`config.mk`:
```
export PLATFORM = sky130hd
export DESIGN_NAME = r_resp_arbiter_flat
export DESIGN_NICKNAME = d
export VERILOG_FILES = /design/src/rtl/rob_pkg.sv /design/src/rtl/r_resp_arbiter_if.sv /design/src/rtl/rr_arbiter.sv /design/src/rtl/r_resp_arbiter.sv /design/src/flat_wrapper.sv
export SDC_FILE = /design/constraint.sdc
export NUM_CORES = 1
export LEC_CHECK = 0
export ABC_AREA = 0
export ABC_CLOCK_PERIOD_IN_PS = 3450
export CORE_AREA = 2 2 149 151
export DETAILED_ROUTE_END_ITERATION = 10
export DIE_AREA = 0 0 151 153
export PLACE_DENSITY = 0.66
export SYNTH_ARGS = -nofsm -noshare
export SYNTH_HDL_FRONTEND = slang
export SYNTH_HIERARCHICAL = 1
export SYNTH_SLANG_ARGS = --single-unit
```
`constraint.sdc`:
```
create_clock -name clk -period 3.45 [get_ports clk]
set_clock_uncertainty 0.1 [all_clocks]
set_input_delay 0.5175 -clock clk [delete_from_list [all_inputs] [get_ports clk]]
set_output_delay 0.5175 -clock clk [all_outputs]
set_load 0.02 [all_outputs]
```
`src/rtl/rob_pkg.sv`:
```
// Shared types for the R-response arbiter: beat struct, FSM state, pointer helper.
// Beat field widths here are the defaults the arbiter parameters must match.
package rob_pkg;

    localparam int R_ID_W   = 4;
    localparam int R_DATA_W = 64;
    localparam int R_RESP_W = 2;
    localparam int R_TAG_W  = 4;

    typedef struct packed {
        logic [R_ID_W-1:0]   id;
        logic [R_DATA_W-1:0] data;
        logic [R_RESP_W-1:0] resp;
        logic                last;
        logic [R_TAG_W-1:0]  tagid;
    } r_resp_t;

    typedef enum logic {
        ARB   = 1'b0,
        BURST = 1'b1
    } arb_state_e;

    // Round-robin successor of a source index, wrapping n-1 -> 0.
    function automatic int rr_next(input int cur, input int n);
        return (cur + 1 >= n) ? 0 : cur + 1;
    endfunction

endpackage

```
`src/rtl/r_resp_arbiter_if.sv`:
```
// Handshake bundle between the internal R sources, the arbiter and the response buffer.
// slave = arbiter side, master = sources plus downstream buffer.
interface r_resp_arbiter_if #(
    parameter int N_SRC      = 4,
    parameter int ID_WIDTH   = 4,
    parameter int DATA_WIDTH = 64,
    parameter int RESP_WIDTH = 2,
    parameter int TAG_WIDTH  = 4
);
    localparam int IDX_W = $clog2(N_SRC);

    logic [N_SRC-1:0]                 src_valid;
    logic [N_SRC-1:0]                 src_ready;
    logic [N_SRC-1:0][ID_WIDTH-1:0]   src_id;
    logic [N_SRC-1:0][DATA_WIDTH-1:0] src_data;
    logic [N_SRC-1:0][RESP_WIDTH-1:0] src_resp;
    logic [N_SRC-1:0]                 src_last;
    logic [N_SRC-1:0][TAG_WIDTH-1:0]  src_tagid;

    logic                  out_valid;
    logic                  out_ready;
    logic [ID_WIDTH-1:0]   out_id;
    logic [DATA_WIDTH-1:0] out_data;
    logic [RESP_WIDTH-1:0] out_resp;
    logic                  out_last;
    logic [TAG_WIDTH-1:0]  out_tagid;
    logic [IDX_W-1:0]      out_src;

    modport master (
        output src_valid, src_id, src_data, src_resp, src_last, src_tagid, out_ready,
        input  src_ready, out_valid, out_id, out_data, out_resp, out_last, out_tagid, out_src
    );

    modport slave (
        input  src_valid, src_id, src_data, src_resp, src_last, src_tagid, out_ready,
        output src_ready, out_valid, out_id, out_data, out_resp, out_last, out_tagid, out_src
    );

endinterface

```
`src/rtl/rr_arbiter.sv`:
```
// Combinational round-robin pick: first requester at or after ptr, wrapping past N_SRC-1.
// Zero latency; gnt is all-zero when nothing requests.
module rr_arbiter #(
    parameter int N_SRC = 4,
    parameter int IDX_W = $clog2(N_SRC)
) (
    input  logic [N_SRC-1:0] req,
    input  logic [IDX_W-1:0] ptr,
    output logic [N_SRC-1:0] gnt,
    output logic [IDX_W-1:0] idx
);

    always_comb begin
        int               c;
        logic             found;
        logic [IDX_W-1:0] ci;
        gnt   = '0;
        idx   = '0;
        found = 1'b0;
        c     = 0;
        ci    = '0;
        for (int k = 0; k < N_SRC; k++) begin
            c = int'(ptr) + k;
            if (c >= N_SRC) c = c - N_SRC;
            ci = IDX_W'(c);
            if (!found && req[ci]) begin
                found   = 1'b1;
                gnt[ci] = 1'b1;
                idx     = ci;
            end
        end
    end

endmodule

```
`src/rtl/r_resp_arbiter.sv`:
```
// Round-robin merge of N_SRC internal R-beat sources into one registered R stream; R_ARB_BURST_LOCK_EN locks the grant until last.
// Latency: 1 cycle from source acceptance to out_valid; full throughput when out_ready stays high.
// Backpressure: out_valid && !out_ready holds out_* and drops every src_ready; no internal buffering.
module r_resp_arbiter
    import rob_pkg::*;
#(
    parameter int N_SRC      = 4,
    parameter int ID_WIDTH   = R_ID_W,
    parameter int DATA_WIDTH = R_DATA_W,
    parameter int RESP_WIDTH = R_RESP_W,
    parameter int TAG_WIDTH  = R_TAG_W
) (
    input  logic              clk,
    input  logic              rst,
    r_resp_arbiter_if.slave   bus
);

    localparam int IDX_W = $clog2(N_SRC);

    arb_state_e       state;
    logic [IDX_W-1:0] rr_ptr;
    logic [IDX_W-1:0] owner;
    logic [IDX_W-1:0] out_src_q;
    logic             out_vld_q;
    r_resp_t          out_q;

    logic [N_SRC-1:0] arb_gnt;
    logic [IDX_W-1:0] arb_idx;
    logic             arb_any;
    logic [IDX_W-1:0] grant_idx;
    logic             grant_any;
    logic             load;
    logic [N_SRC-1:0] ready;
    logic             accept;
    logic [IDX_W-1:0] nxt_ptr;
    r_resp_t          sel;

    rr_arbiter #(.N_SRC(N_SRC), .IDX_W(IDX_W)) u_rr (
        .req (bus.src_valid),
        .ptr (rr_ptr),
        .gnt (arb_gnt),
        .idx (arb_idx)
    );

    assign arb_any = |arb_gnt;

    // While a burst owns the output, the owner keeps the grant even when idle (bubble, no re-arbitration).
    assign grant_idx = (state == BURST) ? owner : arb_idx;
    assign grant_any = (state == BURST) || arb_any;
    assign load      = !out_vld_q || bus.out_ready;

    always_comb begin
        ready = '0;
        if (load && grant_any) ready[grant_idx] = 1'b1;
    end

    assign bus.src_ready = ready;
    assign accept        = bus.src_valid[grant_idx] && ready[grant_idx];
    assign nxt_ptr       = IDX_W'(rr_next(int'(grant_idx), N_SRC));

    always_comb begin
        sel       = '0;
        sel.id    = bus.src_id[grant_idx];
        sel.data  = bus.src_data[grant_idx];
        sel.resp  = bus.src_resp[grant_idx];
        sel.last  = bus.src_last[grant_idx];
        sel.tagid = bus.src_tagid[grant_idx];
    end

    always_ff @(posedge clk or negedge rst) begin
        if (!rst) begin
            state     <= ARB;
            rr_ptr    <= '0;
            owner     <= '0;
            out_vld_q <= 1'b0;
            out_src_q <= '0;
            out_q     <= '0;
        end else begin
            if (accept) begin
                out_q     <= sel;
                out_vld_q <= 1'b1;
                out_src_q <= grant_idx;
            end else if (bus.out_ready) begin
                out_vld_q <= 1'b0;
            end
`ifdef R_ARB_BURST_LOCK_EN
            if (accept) begin
                case (state)
                    ARB: begin
                        if (sel.last) begin
                            rr_ptr <= nxt_ptr;
                        end else begin
                            state <= BURST;
                            owner <= grant_idx;
                        end
                    end
                    BURST: begin
                        if (sel.last) begin
                            state  <= ARB;
                            rr_ptr <= nxt_ptr;
                        end
                    end
                    default: state <= ARB;
                endcase
            end
`else
            // Sources carry distinct IDs, so per-beat interleaving is legal.
            if (accept) rr_ptr <= nxt_ptr;
`endif
        end
    end

    assign bus.out_valid = out_vld_q;
    assign bus.out_src   = out_src_q;
    assign bus.out_id    = out_q.id[ID_WIDTH-1:0];
    assign bus.out_data  = out_q.data[DATA_WIDTH-1:0];
    assign bus.out_resp  = out_q.resp[RESP_WIDTH-1:0];
    assign bus.out_last  = out_q.last;
    assign bus.out_tagid = out_q.tagid[TAG_WIDTH-1:0];

endmodule

```
`src/flat_wrapper.sv`:
```
// flat-port wrapper written by rule: the top's interface ports become plain ports
module r_resp_arbiter_flat import rob_pkg::*;
#(
    parameter int N_SRC      = 4,
    parameter int ID_WIDTH   = R_ID_W,
    parameter int DATA_WIDTH = R_DATA_W,
    parameter int RESP_WIDTH = R_RESP_W,
    parameter int TAG_WIDTH  = R_TAG_W
)
  (clk, rst, bus_src_valid, bus_src_id, bus_src_data, bus_src_resp, bus_src_last, bus_src_tagid, bus_out_ready, bus_src_ready, bus_out_valid, bus_out_id, bus_out_data, bus_out_resp, bus_out_last, bus_out_tagid, bus_out_src);
  r_resp_arbiter_if #(.N_SRC(N_SRC), .ID_WIDTH(ID_WIDTH), .DATA_WIDTH(DATA_WIDTH), .RESP_WIDTH(RESP_WIDTH), .TAG_WIDTH(TAG_WIDTH)) bus_i ();
  input  logic clk;
  input  logic rst;
  input wire logic [$bits(bus_i.src_valid)-1:0] bus_src_valid;
  input wire logic [$bits(bus_i.src_id)-1:0] bus_src_id;
  input wire logic [$bits(bus_i.src_data)-1:0] bus_src_data;
  input wire logic [$bits(bus_i.src_resp)-1:0] bus_src_resp;
  input wire logic [$bits(bus_i.src_last)-1:0] bus_src_last;
  input wire logic [$bits(bus_i.src_tagid)-1:0] bus_src_tagid;
  input wire logic [$bits(bus_i.out_ready)-1:0] bus_out_ready;
  output wire logic [$bits(bus_i.src_ready)-1:0] bus_src_ready;
  output wire logic [$bits(bus_i.out_valid)-1:0] bus_out_valid;
  output wire logic [$bits(bus_i.out_id)-1:0] bus_out_id;
  output wire logic [$bits(bus_i.out_data)-1:0] bus_out_data;
  output wire logic [$bits(bus_i.out_resp)-1:0] bus_out_resp;
  output wire logic [$bits(bus_i.out_last)-1:0] bus_out_last;
  output wire logic [$bits(bus_i.out_tagid)-1:0] bus_out_tagid;
  output wire logic [$bits(bus_i.out_src)-1:0] bus_out_src;
  assign bus_i.src_valid = bus_src_valid;
  assign bus_i.src_id = bus_src_id;
  assign bus_i.src_data = bus_src_data;
  assign bus_i.src_resp = bus_src_resp;
  assign bus_i.src_last = bus_src_last;
  assign bus_i.src_tagid = bus_src_tagid;
  assign bus_i.out_ready = bus_out_ready;
  assign bus_src_ready = bus_i.src_ready;
  assign bus_out_valid = bus_i.out_valid;
  assign bus_out_id = bus_i.out_id;
  assign bus_out_data = bus_i.out_data;
  assign bus_out_resp = bus_i.out_resp;
  assign bus_out_last = bus_i.out_last;
  assign bus_out_tagid = bus_i.out_tagid;
  assign bus_out_src = bus_i.out_src;
  r_resp_arbiter #(.N_SRC(N_SRC), .ID_WIDTH(ID_WIDTH), .DATA_WIDTH(DATA_WIDTH), .RESP_WIDTH(RESP_WIDTH), .TAG_WIDTH(TAG_WIDTH)) u_core (.clk(clk), .rst(rst), .bus(bus_i));
endmodule
```
# ---- Word level (Yosys, flattened, before mapping)
# Cells that the tools add are included.
dict set report word_totals {
  output_inout_bits 82
  ff_bits 80
  wordCells 104
  rom_bits 0
  latchBits 0
  mem_count 0
  in_bits 307
  mem_bits_rw 0
}
dict set report op_classes {
  n_div 0
  shift 0
  bitwise_logic 3
  multipliers 0
  mux 52
  order_cmp 15
  n_eq_ne 0
  reduce_logical 18
  add_sub_neg 8
}
# cell n
set op_table {}
lappend op_table {{$bmux W64 S2} 1}
lappend op_table {{$mux W64} 1}
lappend op_table {{$mux W4} 7}
lappend op_table {{$mux W2} 11}
lappend op_table {{$mux W1} 17}
lappend op_table {{$bmux W4 S2} 2}
lappend op_table {{$lt A2 B3 Y1 const B} 5}
lappend op_table {{$bmux W1 S2} 7}
lappend op_table {{$ge A3 B3 Y1 const B} 4}
lappend op_table {{$or A4 B4 Y4} 3}
lappend op_table {{$demux W1 S2} 5}
lappend op_table {{$ge A2 B1 Y1 const B} 5}
lappend op_table {{$logic_and A1 B1 Y1} 10}
lappend op_table {{$sub A2 B1 Y2 const B} 4}
lappend op_table {{$add A2 B1 Y3 const B} 2}
lappend op_table {{$add A2 B2 Y3 const B} 2}
lappend op_table {{$bmux W2 S2} 1}
lappend op_table {{$logic_not A1 Y1} 4}
lappend op_table {{$reduce_or A4 Y1} 1}
lappend op_table {{$ge A2 B3 Y1 const B} 1}
lappend op_table {{$logic_or A1 B1 Y1} 2}
lappend op_table {{$reduce_bool A2 Y1} 1}

# ---- Logic depth before layout (Yosys ltp)
dict set report logic_depth {
  word_depth 24
  ltp_mapped 16
  ltp_nobuf 12
}

# ---- Modules after synthesis
# The synthesis kept the hierarchy.
# mod seq_area_each_um2 area_each_um2 cells_per_inst n_inst
set modules_own_cells {}
lappend modules_own_cells {r_resp_arbiter 2001.9 4918.5 283 1}
lappend modules_own_cells {rr_arbiter 0.0 404.1 48 1}

# ---- Least setup slack after synthesis
# OpenSTA, ideal clock, no wires.
dict set report synth_path {
  path_type {reg-to-reg}
  start {register u_core.rr_ptr[0]}
  end {register u_core.out_q, in the netlist u_core/bus.out_data[15]}
  period_less_slack_ns 3.699
  setup_slack_ns -0.249
  arrival_time_ns 3.475
  t_required_ns 3.225
  stages_incl_launch_ff 16
  n_path_buf 4
  path_cell_list {dfrtp_1 buf_2 inv_1 ha_1 mux4_2 nor4b_4 a22o_1 clkbuf_2 inv_1 ha_1 nand4_1 o21ai_2 mux2i_4 buf_6 buf_6 mux2_2}
}
dict set report synth_via {
  elab_chain_len 23
  word_cells_on_any_way 80
  classes_between {7 x add/sub; 14 x order compare; 41 x mux; 3 x bitwise; 15 x reduce/logical}
}
# element line
set synth_rtl {}
lappend synth_rtl {{from (decl)} r_resp_arbiter.sv:21} ;# logic [IDX_W-1:0] rr_ptr;
lappend synth_rtl {{from (signal assigned)} r_resp_arbiter.sv:108} ;# if (accept) rr_ptr <= nxt_ptr;
lappend synth_rtl {{branches (longest 13 deep; another with $add A2 B1 Y3)} n/a}
lappend synth_rtl {{$mux W2 (*)} rr_arbiter.sv:26} ;# if (!found && req[ci]) begin
lappend synth_rtl {{named net u_core.arb_idx[1]} r_resp_arbiter.sv:28} ;# logic [IDX_W-1:0] arb_idx;
lappend synth_rtl {{$mux W2 (*)} r_resp_arbiter.sv:48} ;# assign grant_idx = (state == BURST) ? owner : arb_idx;
lappend synth_rtl {{$lt A2 B3 Y1 (implied by the code) / $ge A2 B1 Y1 (equally long branches)} r_resp_arbiter.sv:54} ;# if (load && grant_any) ready[grant_idx] = 1'b1;
lappend synth_rtl {{$logic_and A1 B1 Y1 (implied by the code)} r_resp_arbiter.sv:54}
lappend synth_rtl {{$mux W1 (implied by the code)} r_resp_arbiter.sv:54}
lappend synth_rtl {{$demux W1 S2} n/a}
lappend synth_rtl {{$mux W4} r_resp_arbiter.sv:54}
lappend synth_rtl {{$bmux W1 S2} r_resp_arbiter.sv:58} ;# assign accept = bus.src_valid[grant_idx] && ready[grant_idx];
lappend synth_rtl {{$mux W1 (implied by the code)} r_resp_arbiter.sv:58}
lappend synth_rtl {{$logic_and A1 B1 Y1} r_resp_arbiter.sv:58}
lappend synth_rtl {{to (signal assigned)} r_resp_arbiter.sv:80} ;# out_q <= sel;
lappend synth_rtl {{to (decl)} r_resp_arbiter.sv:25} ;# r_resp_t out_q;
# Mark *: on every way through the listed nets, which the timed path passes. The select of a mux whose other input is x is not followed.
# A chain may end at the register's enable or synchronous reset.

# ---- Final worst setup path
dict set report layout_path {
  start {register u_core.rr_ptr[1]}
  end {register u_core.out_q, in the netlist u_core/bus.out_data[59]}
}
# The elaborated chain is that of the path after synthesis.

==> run_results.csv <==
group,metric,value,unit
floorplanning,core,21500,um^2
synthesis,synth_area,5190,um^2
floorplanning,start_util,24.2,%
timing,hold_ws,0.247,ns
setup_path,cp_top_family,"multiplexers",
run_status,status,"finished, final reports clean",
clocking,cts_buffer_depth,2,
clocking,cts.root.buffer_cell,"clkbuf_16",
timing,setup_viol,0,
setup_path,critPathLaunchType,"flip-flop",
timing,worst_slack,0.103,ns
cells_and_area,drive_gt1_share,29.7,%
routing,postRouteAntennaNets,0,
clocking,cts_made_buffers,9,
cells_and_area,final_cell_mix,"clkdlybuf4s50_1 (379), dfrtp_1 (80), mux4_2 (79)",
placement,io_buffers,388,
clocking,clk_latency,0.33,ns
placement,post-place-ws,-0.488,ns
setup_path,cp.depth,14,
timing,slew_violations,0,
timing,post-route-period-util,97.0,%
cells_and_area,multi_input_area,3030,um^2
flow_run,maxCapViolCount,0,
cells_and_area,stdcell_count,999,
cells_and_area,regArea,2000,um^2
floorplanning,row_count,54,
pwr,powerDensity,1080,nW/um^2
setup_path,critPathBufInv,4,
setup_path,r2r_end,"u_core/bus.out_data[59]",
floorplanning,dieArea,23100,um^2
pwr,finalPower,10.6,mW
routing,drt_pass1_iterations,4,
cells_and_area,postLayoutCellArea,9900,um^2
timing,hold_viol_final,0,
setup_path,cp_data_arrival_time,3.47,ns
cells_and_area,nFillCells,1889,
floorplanning,pin_count,389,
timing,slew_headroom,29.4,%
global_route,gr-total-overflow,0,
routing,avgViaCountPerCell,4.68,
global_route,grt_pass1_vias,5324,
global_route,antenna_found_initial,2,
clocking,cts_hold_buf,0,
pwr,p_leak,3.80,nW
setup_path,end_kind,"flip-flop",
floorplanning,die_w,151,um
clocking,path_clk_slew,0.06,ns
routing,drt-total-wl,20400,um
clocking,cts_tree,"built",
floorplanning,fp.dieH,153,um
routing,vias,4674,
timing,setup-tns-final,0,ns
setup_path,critPathMaxFanout,13,
setup_path,critPathSlowestCell,"dfrtp_1",
placement,dp_hpwl,16300,um
setup_path,crit_path_start,"u_core/rr_ptr[1]",
setup_path,r2r_start,"u_core/rr_ptr[1]",
global_route,grt_usage,16.8,%
setup_path,reg2reg_slack,0.10,ns
timing,tightest_slew,1.06,ns
timing,period_minus_slack,3.35,ns
cells_and_area,final_common_cell,"clkdlybuf4s50_1",
clocking,cts_sinks,80,
cells_and_area,fin_util,46.1,%
setup_path,critPathKind,"reg -> reg",
placement,place_inst,974,
setup_path,required,3.57,ns
global_route,grt_max_degree,81,
placement,placedInstanceArea,9480,um^2
worst_hold_path,hold_class,"in -> async",
cells_and_area,fin_nets,1025,
synthesis,synthCells,315,
timing,fmax,299,MHz
synthesis,syn_nets,627,
setup_path,critPathCapture,"u_core/bus.out_data[59]",
setup_path,reg2regPathDepth,14,
setup_path,critical_path.cell_chain,"inv_1 -> ha_4 -> mux4_2 -> nand2b_1 -> o2111ai_1 -> a22o_4 -> inv_1 -> ha_1 -> nand4_1 -> o21ai_2 -> mux2i_4 -> buf_4 -> buf_6 -> mux2_2",
setup_path,max_stage_delay,0.37,ns
routing,post_drt_wl_per_cell,20.5,um
routing,drtIter0Drc,145,
placement,gp_congestion,0.857,
global_route,grt_pass1_wl,29600,um
setup_path,path_common_cell,"inv_1",
synthesis,ys.warnings.count,12,
synthesis,syn_area_per_cell,16.5,um^2
pwr,peakVddDrop,0.591,mV
cells_and_area,area_delta_synth_final,90.7,%
clocking,h-tree-depth,3,
routing,drcViolationCount,0,
[how the worst min path moves through the flow]
| stage | to |
|---|---|
| finish | u_core/bus.out_data[0] |
| global route | u_core/bus.out_data[0] |
| CTS | u_core/bus.out_data[6] |
| detailed placement | u_core/bus.out_data[45] |
| global placement | u_core/bus.out_data[20] |
| floorplan | u_core/bus.out_data[0] |
[sequential cells by signal, summed over array words and instances (netlist names)]
signal and flops:
u_core/rr_ptr 2, u_core/bus.out_src 2, u_core/bus.out_tagid 4, u_core/bus.out_id 4
u_core/bus.out_data 64, u_core/bus.out_last 1, u_core/bus.out_valid 1, u_core/bus.out_resp 2
[where the power goes]
part | leakage, nW | internal [mW] | switching, mW
sequential | 0.946 | 1.48 | 0.253
combinational | 2.71 | 4.50 | 3.39
clock | 0.141 | 0.630 | 0.389
[per-layer routing]
metal | global-route usage (%) | share of wire, % | vias up | routed length, um
met1 | 18.4 | 35 | 2315 | 7200
li1 | - | - | 2067 | -
met2 | 30.4 | 53 | 269 | 10800
met3 | 4.78 | 9.7 | 23 | 1970
met4 | 6.45 | 2.2 | 0 | 448
met5 | 0 | 0 | - | 0
[final cells by class]
cell class | count | share of cell area [%]
diodes | 2 | 0.0506
clock inverters | 5 | 0.834
multi-input cells | 200 | 30.6
repair buffers | 416 | 42.2
well taps | 280 | 3.54
clock buffers | 10 | 2.31
flip-flops and latches | 80 | 20.2
inverters | 6 | 0.228
[repair_timing]
action,in CTS,in global routing
pin swaps,1,2
setup buffers,2,3
resized for setup,13,9
endpoints found under the setup margin,82,64
cloned,0,3
(Power assumes the default switching activity.)
